**src/rtl/wb_arbiter2.sv**
```systemverilog
// wb_arbiter2: two-master / one-slave Wishbone B4 classic arbiter.
// Simultaneous requests are resolved round-robin. The owner keeps the bus
// for as long as its cyc stays high, which makes locked sequences possible.
// A watchdog returns a single-cycle err to the owner when a strobe goes
// un-acked for TIMEOUT_CYCLES cycles.
// Only the arbitration state is registered. The request and response paths
// are combinational muxes, so the arbiter adds no latency once the bus is granted.
module wb_arbiter2 #(
  parameter int TIMEOUT_CYCLES = 255,
  parameter int TO_WIDTH       = 8
) (
  input  logic        wb_clk_i,
  input  logic        wb_rst_i,
  // master 0
  input  logic [31:0] m0_adr_i,
  input  logic [31:0] m0_dat_i,
  output logic [31:0] m0_dat_o,
  input  logic        m0_we_i,
  input  logic [3:0]  m0_sel_i,
  input  logic        m0_stb_i,
  input  logic        m0_cyc_i,
  output logic        m0_ack_o,
  output logic        m0_err_o,
  // master 1
  input  logic [31:0] m1_adr_i,
  input  logic [31:0] m1_dat_i,
  output logic [31:0] m1_dat_o,
  input  logic        m1_we_i,
  input  logic [3:0]  m1_sel_i,
  input  logic        m1_stb_i,
  input  logic        m1_cyc_i,
  output logic        m1_ack_o,
  output logic        m1_err_o,
  // slave side
  output logic [31:0] s_adr_o,
  output logic [31:0] s_dat_o,
  output logic        s_we_o,
  output logic [3:0]  s_sel_o,
  output logic        s_stb_o,
  output logic        s_cyc_o,
  input  logic [31:0] s_dat_i,
  input  logic        s_ack_i,
  // one-hot owner {m1, m0}, 00 when idle
  output logic [1:0]  gnt_o
);

  typedef enum logic {IDLE = 1'b0, BUSY = 1'b1} state_t;

  // A zero timeout disables the watchdog entirely; the counter then simply
  // wraps and never produces an err.
  localparam logic [TO_WIDTH-1:0] TO_LIMIT  = TO_WIDTH'(TIMEOUT_CYCLES);
  localparam bit                  TO_ENABLE = (TIMEOUT_CYCLES != 0);

  state_t              state;
  logic                owner;   // 0 = m0, 1 = m1
  logic                last;    // previous owner, loses the next tie
  logic                err_q;   // err pulse to the owner, lasts one cycle
  logic [TO_WIDTH-1:0] to_cnt;

  logic                busy;
  logic                own_cyc;
  logic                own_stb;
  logic                any_req;
  logic                pick;
  logic                leave;
  logic                enter;
  logic                ack_ok;
  logic                to_hit;
  logic [TO_WIDTH-1:0] to_nxt;

  // Arbitration helpers: owner request lines, tie-break choice, watchdog compare
  always_comb begin
    busy    = (state == BUSY);
    own_cyc = owner ? m1_cyc_i : m0_cyc_i;
    own_stb = owner ? m1_stb_i : m0_stb_i;
    any_req = m0_cyc_i | m1_cyc_i;
    // on a tie the master that did not own the bus last wins
    pick    = (m0_cyc_i & m1_cyc_i) ? ~last : m1_cyc_i;
    enter   = ~busy & any_req;
    leave   = busy & ~own_cyc;
    to_nxt  = to_cnt + 1'b1;
    to_hit  = TO_ENABLE && (to_nxt == TO_LIMIT);
  end

  // Combinational request/response muxing from the current owner
  always_comb begin
    if (busy && owner) begin
      s_adr_o = m1_adr_i;
      s_dat_o = m1_dat_i;
      s_we_o  = m1_we_i;
      s_sel_o = m1_sel_i;
    end else begin
      // idle falls back to m0 fields; they are don't-care while cyc is low
      s_adr_o = m0_adr_i;
      s_dat_o = m0_dat_i;
      s_we_o  = m0_we_i;
      s_sel_o = m0_sel_i;
    end
    s_cyc_o  = busy & own_cyc;
    // the err cycle withholds the strobe so the slave cannot start a new beat
    s_stb_o  = busy & own_stb & ~err_q;
    // an err always wins over a late ack arriving in the same cycle
    ack_ok   = busy & s_ack_i & ~err_q;
    m0_ack_o = ack_ok & ~owner;
    m1_ack_o = ack_ok & owner;
    m0_err_o = busy & err_q & ~owner;
    m1_err_o = busy & err_q & owner;
    m0_dat_o = s_dat_i;
    m1_dat_o = s_dat_i;
    gnt_o    = {busy & owner, busy & ~owner};
  end

  // IDLE/BUSY arbitration FSM with owner and last-owner tracking
  always_ff @(posedge wb_clk_i or posedge wb_rst_i) begin
    if (wb_rst_i) begin
      state <= IDLE;
      owner <= 1'b0;
      last  <= 1'b1;
    end else begin
      case (state)
        IDLE: begin
          if (any_req) begin
            state <= BUSY;
            owner <= pick;
            last  <= pick;
          end
        end
        BUSY: begin
          // release takes a full cycle; no re-grant until back in IDLE
          if (!own_cyc) begin
            state <= IDLE;
          end
        end
        default: state <= IDLE;
      endcase
    end
  end

  // Bus-timeout watchdog counting consecutive un-acked strobe cycles
  always_ff @(posedge wb_clk_i or posedge wb_rst_i) begin
    if (wb_rst_i) begin
      to_cnt <= '0;
      err_q  <= 1'b0;
    end else begin
      err_q <= 1'b0;
      if (enter || leave || s_ack_i || err_q) begin
        to_cnt <= '0;
      end else if (s_stb_o) begin
        if (to_hit) begin
          err_q  <= 1'b1;
          to_cnt <= '0;
        end else begin
          to_cnt <= to_nxt;
        end
      end
    end
  end

endmodule
```
**config.mk**
```make
export PLATFORM = sky130hd
export DESIGN_NAME = wb_arbiter2
export DESIGN_NICKNAME = d
export VERILOG_FILES = /design/src/rtl/wb_arbiter2.sv
export SDC_FILE = /design/constraint.sdc
export NUM_CORES = 1
export LEC_CHECK = 0
export CORE_AREA = 2 2 125 127
export DETAILED_ROUTE_END_ITERATION = 8
export DIE_AREA = 0 0 127 129
export SKIP_CTS_REPAIR_TIMING = 1
export SLEW_MARGIN = 20
export SYNTH_ARGS = -nofsm -noshare
export SYNTH_HDL_FRONTEND = slang
export SYNTH_SLANG_ARGS = --single-unit
```
**constraint.sdc**
```tcl
create_clock -name wb_clk_i -period 2.98 [get_ports wb_clk_i]
set_input_delay 0.298 -clock wb_clk_i [delete_from_list [all_inputs] [get_ports wb_clk_i]]
set_output_delay 0.298 -clock wb_clk_i [all_outputs]
set_load 0.01 [all_outputs]
```
# Yosys cells after proc, flatten, opt, wreduce, memory -nomap -nowiden
# Cells that the tools add are included.
[totals] ff_bits=12 input_bits=177 wordCells=50
[classes] add_sub_neg=1 n_eq_ne=1 mux=16 bitwise_logic=21 reduce_logical=6
[op_table] op="$mux W32" count=2
[op_table] op="$mux W8" count=3
[op_table] op="$and A1 B1 Y1" count=15
[op_table] op="$mux W1" count=9
[op_table] op="$add A8 B1 Y8 const B" count=1
[op_table] op="$eq A8 B8 Y1 const B" count=1
[op_table] op="$not A1 Y1" count=5
[op_table] op="$mux W4" count=1
[op_table] op="$logic_or A1 B1 Y1" count=3
[op_table] op="$pmux W1 S2" count=1
[op_table] op="$reduce_and A2 Y1" count=1
[op_table] op="$reduce_bool A2 Y1" count=1
[op_table] op="$logic_and A1 B1 Y1" count=1
[op_table] op="$or A1 B1 Y1" count=1

# Longest topological paths before layout
[depth] ltp_word=7 mapped_depth=6 ltp_nobuf=6

# Worst setup path after synthesis
# No wires, ideal clock.
[synth_path] path_type="reg2reg" startpoint="register state (netlist: busy)" endpoint="register to_cnt[7]" setup_ns=0.069 arrival_ns=1.845 required_ns=2.911 setup_slack_ns=1.066 stages_incl_launch_ff=7 period_less_slack_ns=1.914 cell_sequence="dfrtp_1 > buf_6 > or3_4 > a211o_1 > buf_6 > or4_1 > nand3_1"
[synth_via] elab_chain_cells=6 elab_cells_between_ends=10
[synth_lines] element="start, declared" line="54" text="state_t state;"
[synth_lines] element="start signal, assigned" line="116" text="state <= IDLE;"
[synth_lines] element="start signal, assigned" line="123" text="state <= BUSY;"
[synth_lines] element="start signal, assigned" line="131" text="state <= IDLE;"
[synth_lines] element="$not A1 Y1 (no line)"
[synth_lines] element="$and A1 B1 Y1" line="79" text="enter = ~busy & any_req;"
[synth_lines] element="$logic_or A1 B1 Y1 (3 in a row)" line="146" text="if (enter || leave || s_ack_i || err_q) begin"
[synth_lines] element="$mux W8 / $reduce_bool A2 Y1 (equally long branches)"
[synth_lines] element="end signal, assigned" line="153" text="to_cnt <= to_nxt;"
[synth_lines] element="end, declared" line="58" text="logic [TO_WIDTH-1:0] to_cnt;"
# Parallel ways exist; a longest one is shown, timed or not.
# A chain may end at the register's enable or synchronous reset.

# Final worst setup path
[layout_path] startpoint="register owner" endpoint="output s_dat_o[28]"
[layout_via] elab_chain_cells=2
[layout_lines] element="start, declared" line="55" text="logic owner;"
[layout_lines] element="start signal, assigned" line="124" text="owner <= pick;"
[layout_lines] element="$logic_and A1 B1 Y1" line="87" text="if (busy && owner) begin"
[layout_lines] element="$mux W32" line="87"
[layout_lines] element="end, declared" line="36" text="output logic [31:0] s_dat_o,"
# No other way between the ends.

==> results.cfg <==
[routing]
wirelength_um = 13900
dr.pass1.iters = 4
via_per_inst = 4.16
wire_per_inst_um = 23.9
ant_nets = 0
num_vias = 2415
drcViolationCount = 0
drt_iter0_drc = 81

[layout]
multi_input_area_um2 = 1260
area.sequential_um2 = 302
fillers = 1604
final_util_pct = 27.8
area_delta_synth_final_pct = 97.0
nNetsFinal = 572
final_cell_mix = 221 x clkdlybuf4s50_1, 70 x mux2_2, 11 x a21oi_1, 11 x dfrtp_1, 10 x nand2_1
final_common_cell = clkdlybuf4s50_1
drive_above_1_share_pct = 21.2
finalInstanceArea_um2 = 4160

[placed_design]
hpwl_um = 12600
placed_cell_area_um2 = 4070
numPortBuffers = 221
gp_congestion = 0.868

[setup_path]
critPathRequiredTime_ns = 2.68
arrival_ns = 2.20
slowest_stage = clkdlybuf4s50_1
end_kind = output pin
reg2reg_depth = 6
start_kind = register
worstReg2RegEnd = to_cnt[1]
critical_path_class = reg -> out
cpPeakStageDelay_ns = 0.57
cp_cell_sequence = and2_2 > buf_12 > mux2_2 > clkdlybuf4s50_1
reg2reg_slack_ns = 0.84
r2r_start = to_cnt[0]
critPathMaxFanout = 43

[synthesis]
synth_warnings = 0
syn_inst = 238
synth-compound-area-share_pct = 8.89
yosys.area_share.xor_xnor_pct = 0.415
synth-main-ff-cell = dfrtp_1
synth_seq_cells = 12
syn_nets = 417
synth.mux.area_fraction_pct = 37.8
yosysSeqAreaShare_pct = 14.3
syn-cell-area_um2 = 2110
synth_area_leaders = mux2_2 37%, buf_4 23%, dfrtp_1 13%
synth.top_cell.area_share_pct = 37.3
synth_top_family_by_area = multiplexers
syn_area_per_cell_um2 = 8.87
synth-edff-count = 0
synth-adder-area-share_pct = 1.18
ys_types = 38
synth_simple_gate_area_share_pct = 11.3
yosysTopAreaCell = mux2_2
synthArstFlopShare_pct = 100

[sta]
timing.final.crit_share_pct = 84.0
slew_headroom_pct = 52.8
rsz0062_at_grt = false
worstMarginPinSlew_ns = 0.707
report.final.slew_viol_count = 0
setup_tns_ns = 0
fmax_ghz = 0.400
finalCriticalPeriod_ns = 2.50
setup_viol = 0
finalClockSkew_ns = 0.00127
final_hold_viol_count = 0

[power_and_ir_drop]
power_mw = 1.97
ir_drop_uv = 183
power_density_nw_per_um2 = 474
static-leakage-power_nw = 1.53

[cts]
clockBufferDepth = 2
clkTransAtPathRegs_ns = 0.05
cts_tree = done
cts.sinks = 12
htree_levels = 1
insertion_delay_ns = 0.24
cts_buffers = 3
cts-root-buf = clkbuf_16

[floorplan]
die_y_um = 129
dieArea_um2 = 16400
core_area_um2 = 15000
pin_count = 318
start_util_pct = 14.1
rows = 45
die_x_um = 127

[grt]
grt_start_max_net_pins = 44
grt_pass1_wl_um = 18600
grt_usage_pct = 16.3
antenna_found_initial = 5
grt_pass1_vias = 2587
grt_overflow = 0

[hold_path]
worst_hold_path_type = in -> async

[run]
maxCapViolCount = 0

[outcome]
status = finished clean
==> state kept, by name, summed over array words and instances (netlist names) <==
| register | cells |
|---|---|
| busy | 1 |
| err_q | 1 |
| last | 1 |
| owner | 1 |
| to_cnt | 8 |
==> synthesized netlist by cell type, types with 2 or more instances <==
cell type  number
buf_6           2
clkbuf_1       10
nor2b_1         2
nor3_1          4
o2111ai_1       2
dfrtp_1        11
nand2_1        10
o21ai_0         4
ha_1            2
o22ai_1         3
nor2_1          6
nand2b_1        3
and3b_1         4
and2_1          3
buf_4          64
mux2_2         70
inv_1           3
o21a_1          2
a21oi_1        11
nand3_1         4
==> layer usage <==
| layer | vias to the layer above | track usage (%) | wire length [µm] |
|---|---|---|---|
| met3 | 26 | 6.86 | 1760 |
| li1 | 1084 | - | - |
| met1 | 1101 | 22.1 | 6210 |
| met4 | 2 | 7.18 | 524 |
| met2 | 202 | 22.5 | 5350 |
| met5 | - | 0 | 12 |
==> worst max path at each step <==
stage	depth (start not counted)	startpoint	slack, ns	endpoint
final	4	owner	0.48	s_dat_o[28]
after global placement	5	m1_cyc_i	0.70	to_cnt[7]
after detailed placement	5	m1_cyc_i	0.71	to_cnt[7]
after CTS	4	owner	0.48	s_dat_o[28]
after floorplan	6	busy	1.07	to_cnt[7]
after global routing	4	busy	0.39	s_dat_o[29]
==> through the flow <==
step | hold slack (ns) | worst slack [ns] | cells
6_report | 0.407 | 0.478 | 581
5_1_grt | 0.458 | 0.394 | 580
4_1_cts | 0.422 | 0.476 | 580
3_5_place_dp | 0.496 | 0.708 | 576
3_3_place_gp | 0.477 | 0.699 | 576
2_1_floorplan | 0.162 | 1.07 | 238
==> critical path: cells and delay by family (launching register included) <==
kind          cells  cell delay [ns]
simple gates      1             0.34
mux               1             0.40
buf+inv           2             0.85
flops             1             0.34
==> logic make-up (layout without fill, tap and decap cells) <==
group	count (synthesis)	in the layout
buffers and inverters	79	233
multiplexers	71	71
AND/OR/NAND/NOR	43	43
AO/OA/AOI/OAI	30	30
flip-flops	12	12
adder cells (fa/ha/maj)	2	2
XOR/XNOR	1	1
other	0	1
==> final cells by class <==
cell class | instances | share of cell area [%]
diodes | 1 | 0.0601
well taps | 188 | 5.65
repair buffers | 226 | 54.4
flip-flops and latches | 12 | 7.25
multi-input cells | 147 | 30.3
clock buffers | 4 | 2.13
inverters | 3 | 0.271
==> report_power, final <==
part	internal [mW]	switching, mW	total (mW)
Sequential	0.186	0.0133	0.199
Combinational	0.874	0.623	1.50
Clock	0.203	0.0746	0.278
Total	1.26	0.711	1.97
Note: power is estimated with default switching activity, not from simulation.
